## config.mk

```make
export PLATFORM = sky130hd
export DESIGN_NAME = dmem_responder
export DESIGN_NICKNAME = d
export VERILOG_FILES = /design/src/rtl/mem_pkg.sv /design/src/rtl/ram_be_sp.sv /design/src/rtl/dmem_responder.sv
export SDC_FILE = /design/constraint.sdc
export NUM_CORES = 2
export LEC_CHECK = 0
export BUFFER_PORTS_ARGS = -buffer_cell sky130_fd_sc_hd__buf_2
export CELL_PAD_IN_SITES_DETAIL_PLACEMENT = 1
export CELL_PAD_IN_SITES_GLOBAL_PLACEMENT = 2
export CORE_ASPECT_RATIO = 1.2
export CORE_MARGIN = 2
export CORE_UTILIZATION = 45
export CTS_BUF_LIST = sky130_fd_sc_hd__clkbuf_16
export DETAILED_ROUTE_END_ITERATION = 16
export GPL_TIMING_DRIVEN = 1
export HOLD_SLACK_MARGIN = 0.06
export PLACE_DENSITY = 0.73
export SYNTH_ARGS = -nofsm -noshare
export SYNTH_HDL_FRONTEND = slang
export SYNTH_HIERARCHICAL = 1
export SYNTH_SLANG_ARGS = --single-unit
```

## constraint.sdc

```tcl
create_clock -name clk -period 4.7 [get_ports clk]
set_clock_uncertainty 0.05 [all_clocks]
set_input_delay 0.705 -clock clk [delete_from_list [all_inputs] [get_ports clk]]
set_output_delay 0.705 -clock clk [all_outputs]
set_load 0.02 [all_outputs]
```

## src/rtl/mem_pkg.sv

```systemverilog
// Shared types and constants for the data-memory responder and its backing RAM.
// Includes the address legality check used at commit time.
package mem_pkg;

  typedef enum logic [1:0] {
    IDLE,
    WAIT,
    RESP
  } dmem_state_t;

  localparam int BYTES = 4;
  localparam int LAT_W = 4;

  // A request is illegal if it is not word aligned or its word index falls past the RAM.
  function automatic logic addr_error(input logic [31:0] addr, input int depth);
    logic [31:0] word_idx;
    word_idx = {2'b00, addr[31:2]};
    return (addr[1:0] != 2'b00) || (word_idx >= 32'(depth));
  endfunction

endpackage

```

## src/rtl/ram_be_sp.sv

```systemverilog
// Single-port word RAM with per-byte write enables.
// Writes land on the rising edge; the read port is combinational.
module ram_be_sp
  import mem_pkg::*;
#(
  parameter int DATA_W = 32,
  parameter int DEPTH  = 64,
  parameter int AW     = $clog2(DEPTH)
) (
  input  logic              clk,
  input  logic              we,
  input  logic [BYTES-1:0]  be,
  input  logic [AW-1:0]     addr,
  input  logic [DATA_W-1:0] wdata,
  output logic [DATA_W-1:0] rdata
);

  logic [DATA_W-1:0] mem [DEPTH];

  // NOTE: the storage array has no reset; clearing it would need a write port per word
  // and contents are expected to survive a controller reset anyway.
  always_ff @(posedge clk) begin
    if (we) begin
      for (int i = 0; i < BYTES; i++) begin
        if (be[i]) mem[addr][8*i +: 8] <= wdata[8*i +: 8];
      end
    end
  end

  assign rdata = mem[addr];

endmodule

```

## src/rtl/dmem_responder.sv

```systemverilog
// Memory-side end of the datapath bus: accepts one load/store at a time and answers
// after a fixed latency through a valid/ready response channel.
module dmem_responder
  import mem_pkg::*;
#(
  parameter int DATA_W  = 32,
  parameter int DEPTH   = 64,
  parameter int LATENCY = 2
) (
  input  logic              clk,
  input  logic              rst_n,
  input  logic              req_valid,
  output logic              req_ready,
  input  logic [31:0]       req_addr,
  input  logic              req_we,
  input  logic [BYTES-1:0]  req_be,
  input  logic [DATA_W-1:0] req_wdata,
  output logic              rsp_valid,
  input  logic              rsp_ready,
  output logic [DATA_W-1:0] rsp_rdata,
  output logic              rsp_err
);

  localparam int                AW       = $clog2(DEPTH);
  localparam logic [LAT_W-1:0]  LAT_INIT = LAT_W'(LATENCY - 1);
  localparam bit                DIRECT   = (LATENCY == 1);

  dmem_state_t       state_q, state_d;
  logic [LAT_W-1:0]  cnt_q, cnt_d;
  logic              accept, commit;

  logic [31:0]       addr_q;
  logic              we_q;
  logic [BYTES-1:0]  be_q;
  logic [DATA_W-1:0] wdata_q;

  logic              req_ready_q, rsp_valid_q, rsp_err_q;
  logic [DATA_W-1:0] rsp_rdata_q;

  logic [31:0]       c_addr;
  logic              c_we, c_err, ram_we;
  logic [BYTES-1:0]  c_be;
  logic [DATA_W-1:0] c_wdata, ram_rdata;

  // NOTE: every signal gets a default before the case so no path leaves it unassigned,
  // which would otherwise infer a latch.
  always_comb begin
    state_d = state_q;
    cnt_d   = cnt_q;
    accept  = 1'b0;
    commit  = 1'b0;
    unique case (state_q)
      IDLE: begin
        if (req_valid && req_ready_q) begin
          accept = 1'b1;
          cnt_d  = LAT_INIT;
          if (DIRECT) begin
            commit  = 1'b1;
            state_d = RESP;
          end else begin
            state_d = WAIT;
          end
        end
      end
      WAIT: begin
        cnt_d = cnt_q - LAT_W'(1);
        if (cnt_q == LAT_W'(1)) begin
          commit  = 1'b1;
          state_d = RESP;
        end
      end
      RESP: begin
        if (rsp_ready) state_d = IDLE;
      end
      default: state_d = IDLE;
    endcase
  end

  // With a one-cycle latency the commit happens on the accepting edge, so it must
  // see the live request rather than the not-yet-loaded capture registers.
  always_comb begin
    c_addr  = (state_q == IDLE) ? req_addr  : addr_q;
    c_we    = (state_q == IDLE) ? req_we    : we_q;
    c_be    = (state_q == IDLE) ? req_be    : be_q;
    c_wdata = (state_q == IDLE) ? req_wdata : wdata_q;
    c_err   = addr_error(c_addr, DEPTH);
    ram_we  = commit && c_we && !c_err && rst_n;
  end

  ram_be_sp #(
    .DATA_W (DATA_W),
    .DEPTH  (DEPTH),
    .AW     (AW)
  ) u_ram (
    .clk   (clk),
    .we    (ram_we),
    .be    (c_be),
    .addr  (c_addr[AW+1:2]),
    .wdata (c_wdata),
    .rdata (ram_rdata)
  );

  // NOTE: sequential state uses non-blocking assignments so every register samples
  // the pre-edge values regardless of statement order.
  always_ff @(posedge clk) begin
    if (!rst_n) begin
      state_q     <= IDLE;
      cnt_q       <= '0;
      req_ready_q <= 1'b0;
      rsp_valid_q <= 1'b0;
      rsp_rdata_q <= '0;
      rsp_err_q   <= 1'b0;
    end else begin
      state_q     <= state_d;
      cnt_q       <= cnt_d;
      req_ready_q <= (state_d == IDLE);
      rsp_valid_q <= (state_d == RESP);
      if (commit) begin
        rsp_err_q   <= c_err;
        rsp_rdata_q <= (c_we || c_err) ? '0 : ram_rdata;
      end else if (state_q == RESP && rsp_ready) begin
        rsp_err_q   <= 1'b0;
        rsp_rdata_q <= '0;
      end
    end
  end

  // Request capture is only ever read after an accept, so it carries no reset.
  always_ff @(posedge clk) begin
    if (accept) begin
      addr_q  <= req_addr;
      we_q    <= req_we;
      be_q    <= req_be;
      wdata_q <= req_wdata;
    end
  end

  assign req_ready = req_ready_q;
  assign rsp_valid = rsp_valid_q;
  assign rsp_rdata = rsp_rdata_q;
  assign rsp_err   = rsp_err_q;

endmodule
```

==> flow_metrics.env <==
export IMPL_status="finished, final reports clean"
export IMPL_via_per_inst=6.506
export IMPL_critical_path_startpoint_type="flip-flop"
export IMPL_drt_antenna_violating_nets=0
export IMPL_final_period_utilization_pct=98.83
export IMPL_worstHoldStart="req_wdata[25]"
export IMPL_tritoncts="yes"
export IMPL_route_detailed_drc=0
export IMPL_die_y_um=473.2
export IMPL_max_slew_margin_pct=12.80
export IMPL_route_vias_total=51940
export IMPL_detailed_place_area_sq_um=88710
export IMPL_synth_simple_gate_area_share_pct=4.242
export IMPL_chipWidth_um=395
export IMPL_fin_crit_ps=4645
export IMPL_rsz0062_at_grt="false"
export IMPL_synthXorXnorAreaFrac_pct=0.01061
export IMPL_final_util_pct=52.64
export IMPL_synth_main_ff_cell="sky130_fd_sc_hd__edfxtp_1"
export IMPL_core_sq_um=182700
export IMPL_place_port_buffers=107
export IMPL_inserted_clock_buffers=210
export IMPL_min_delay_worst_endpoint="wdata_q[25]$_DFFE_PP_"
export IMPL_syn_nets=4949
export IMPL_number_of_drc_markers_after_the_initial_detailed_route_iteration=6269
export IMPL_final_cell_mix="sky130_fd_sc_hd__edfxtp_1 (2117), sky130_fd_sc_hd__nor2_1 (510), sky130_fd_sc_hd__a221oi_1 (493), sky130_fd_sc_hd__buf_4 (440), sky130_fd_sc_hd__a22oi_1 (289)"
export IMPL_synth_cell_area_sq_um=82560
export IMPL_yosys_cell_types_count=64
export IMPL_cts_h_tree_lvls=4
export IMPL_area_growth_pct=16.50
export IMPL_netlist_instances=4874
export IMPL_ys_async_sr_fraction_pct=0
export IMPL_vias_in_the_first_global_route=53050
export IMPL_cts_path_max_buffers=3
export IMPL_clkLatencyLatePin_ps=870
export IMPL_remaining_global_route_overflow=0
export IMPL_critical_path_class="reg2reg"
export IMPL_drive_gt1_share_pct=19.58
export IMPL_worst_r2r_cell_count=11
export IMPL_timing_final_setup_violations=0
export IMPL_place_gp_congestion=0.8697
export IMPL_wire_length_reported_by_the_detailed_router_mm=289.2
export IMPL_io_pin_count=108
export IMPL_critical_path_cell_chain="nor2_8 > mux2_8 > and2_4 > buf_12 > buf_4 > a22oi_2 > o22ai_1 > nor4_1 > and3_1 > nand4_1 > a22o_1"
export IMPL_worstReg2RegStart="state_q[0]$_SDFF_PN0_"
export IMPL_cap_violations=0
export IMPL_die_area_sq_um=186900
export IMPL_max_vdd_ir_drop_v=0.0004069
export IMPL_cts_setup_buffers=0
export IMPL_cts_sinks=2158
export IMPL_crit_path_max_fanout=38
export IMPL_crit_path_end_kind="flip-flop"
export IMPL_critPathTopFamily="simple AND/OR/NAND/NOR gates"
export IMPL_synth_top_family_by_area="compound AO/OA/AOI/OAI gates"
export IMPL_reg2reg_setup_slack_ps=50
export IMPL_worst_ep_required_time_ps=5400
export IMPL_hold_class="in2reg"
export IMPL_critical_path_max_stage_delay_ps=610
export IMPL_drtPass1Iterations=6
export IMPL_synth_compound_area_share_pct=11.65
export IMPL_static_leakage_power_nw=31.02
export IMPL_placement_setup_worst_slack_ps=-206.8
export IMPL_ys_ff_latch=2158
export IMPL_nets=5434
export IMPL_worstPathBufferInverterCount=2
export IMPL_synth_edf_count=2117
export IMPL_synthMuxAreaShare_pct=3.883
export IMPL_gr_usage_all_layers_pct=30.68
export IMPL_synth_fa_ha_area_share_pct=0.03031
export IMPL_synth_warning_count=6
export IMPL_clock_pin_slew_on_the_worst_setup_and_hold_paths_ps=60
export IMPL_cp_data_arrival_time_ps=5340
export IMPL_fin_tns_setup_ps=0
export IMPL_synth_seq_area_share_pct=78.00
export IMPL_post_route_worst_setup_slack_ps=54.80
export IMPL_worstReg2RegEnd="rsp_rdata[29]$_SDFFE_PN0P_"
export IMPL_crit_path_top_delay_cell="sky130_fd_sc_hd__mux2_8"
export IMPL_grt_start_max_net_pins=98
export IMPL_syn_mean_instance_area_sq_um=16.94
export IMPL_final_hold_viol_count=0
export IMPL_final_max_slew_violation_count=0
export IMPL_worstMarginPinSlew_ps=1308
export IMPL_layout_cells_most_common="sky130_fd_sc_hd__edfxtp_1"
export IMPL_timing_fmax_ghz=0.2153
export IMPL_grt_first_pass_wirelength_mm=407.0
export IMPL_routed_wire_length_per_instance_um=36.23
export IMPL_row_count=172
export IMPL_power_density_nw_per_um2=449.3
export IMPL_dpl_hpwl_mm=183.9
export IMPL_start_util_pct=45.18
export IMPL_clock_tree_root_cell="sky130_fd_sc_hd__clkbuf_16"
export IMPL_holdPathStages=1
export IMPL_initial_antenna_violation_count=22
export IMPL_post_route_cell_area_sq_um=96180
what timing repair did:
| action | 4_1_cts | 5_1_grt |
|---|---|---|
| setup endpoints to repair | 13 | 16 |
| hold buffers | 69 | 0 |
| hold endpoints to repair | 69 | 0 |
| gates resized for setup | 3 | 3 |
report_power, final:
| group | total, mW | internal [mW] | switching (mW) |
|---|---|---|---|
| combinational | 4.97 | 1.37 | 3.60 |
| sequential | 21.5 | 21.5 | 0.0178 |
| clock | 16.7 | 9.22 | 7.49 |
area by class of cell:
| cell class | count | area [sq um] |
|---|---|---|
| tap | 2436 | 3048 |
| sequential | 2158 | 64390 |
| multi-input combinational | 2324 | 16550 |
| antenna | 7 | 17.52 |
| fill | 16740 | 86530 |
| inverter | 6 | 37.54 |
| timing repair buffer | 659 | 5390 |
| clock inverter | 182 | 1464 |
| clock buffer | 211 | 5280 |
cells by family (layout without fill, tap and decap cells):
group | after synthesis | in the layout
xor gates and xnor gates | 1 | 1
muxes | 253 | 253
adders and majority gates | 2 | 2
other | 0 | 7
AOI/OAI and AO/OA | 1265 | 1265
DFF | 2158 | 2158
and+or+nand+nor | 803 | 803
buffers and inverters | 392 | 1058
per-layer routing:
layer  GRT usage [%]  vias to the layer above  share of wire (%)
met5               0                        -              0.025
met4           14.16                       12                5.0
met3           5.782                      632                9.0
met2           48.98                     2828                 47
met1           40.87                    27350                 39
li1                -                    21120                  -
cell usage after synthesis, types with 13 or more instances:
cell type | number | area [sq um]
sky130_fd_sc_hd__clkbuf_1 | 171 | 641.9
sky130_fd_sc_hd__dfxtp_1 | 41 | 820.8
sky130_fd_sc_hd__a211o_1 | 13 | 113.9
sky130_fd_sc_hd__mux2_2 | 118 | 1329
sky130_fd_sc_hd__buf_6 | 15 | 168.9
sky130_fd_sc_hd__mux4_2 | 42 | 945.9
sky130_fd_sc_hd__o21ai_0 | 108 | 540.5
sky130_fd_sc_hd__buf_2 | 125 | 625.6
sky130_fd_sc_hd__o221ai_1 | 20 | 175.2
sky130_fd_sc_hd__buf_4 | 17 | 127.6
sky130_fd_sc_hd__nand2_1 | 85 | 319.1
sky130_fd_sc_hd__o22a_1 | 14 | 122.6
sky130_fd_sc_hd__o32ai_1 | 17 | 148.9
sky130_fd_sc_hd__nand4_1 | 18 | 112.6
sky130_fd_sc_hd__a221oi_1 | 493 | 4318
sky130_fd_sc_hd__mux2i_1 | 93 | 930.9
sky130_fd_sc_hd__o22ai_1 | 135 | 844.6
sky130_fd_sc_hd__a21oi_1 | 67 | 335.3
sky130_fd_sc_hd__buf_1 | 58 | 217.7
sky130_fd_sc_hd__nor4_1 | 17 | 106.4
sky130_fd_sc_hd__a22o_1 | 38 | 332.8
sky130_fd_sc_hd__o21ai_1 | 22 | 110.1
sky130_fd_sc_hd__nor3_1 | 58 | 290.3
sky130_fd_sc_hd__edfxtp_1 | 2117 | 63570
sky130_fd_sc_hd__nand3_1 | 30 | 150.1
sky130_fd_sc_hd__a22oi_1 | 291 | 2185
sky130_fd_sc_hd__nor2_1 | 516 | 1937
state kept, by name, indices dropped and copies added (netlist names):
signal / flops
rsp_err: 1
be_q: 4
u_ram/mem: 2048
we_q: 1
addr_q: 32
req_ready: 1
cnt_q: 4
rsp_rdata: 32
rsp_valid: 1
state_q: 2
wdata_q: 32
worst reg2reg max path: cells and delay by family, from the launching register on:
family	cells	cell delay [ps]
AOI/OAI and AO/OA	3	1010
buffers and inverters	2	510
DFF	1	430
muxes	1	630
and+or+nand+nor	5	1890
how the worst max path moves through the flow:
stage / startpoint / endpoint / slack [ps] / depth (start not counted)
after global placement: state_q[0]$_SDFF_PN0_ / rsp_rdata[29]$_SDFFE_PN0P_ / -220 / 11
after global routing: state_q[0]$_SDFF_PN0_ / rsp_rdata[10]$_SDFFE_PN0P_ / 30 / 10
final: state_q[0]$_SDFF_PN0_ / rsp_rdata[29]$_SDFFE_PN0P_ / 50 / 11
after floorplan: state_q[0]$_SDFF_PN0_ / u_ram/mem[12][0]$_DFFE_PP_ / 1230 / 11
after CTS: state_q[0]$_SDFF_PN0_ / u_ram/mem[19][12]$_DFFE_PP_ / 40 / 6
after detailed placement: state_q[0]$_SDFF_PN0_ / rsp_rdata[29]$_SDFFE_PN0P_ / -210 / 11
metrics by stage:
stage,total power [mW],std cells,hold WS (ps)
floorplan,24.43,4874,372.5
global placement,26.70,7514,386.4
detailed placement,26.79,7514,393.8
CTS,43.34,7976,93.99
global route,44.24,7977,87.49
finish,43.22,7983,114.2
Power figures use the tool's default switching activity.
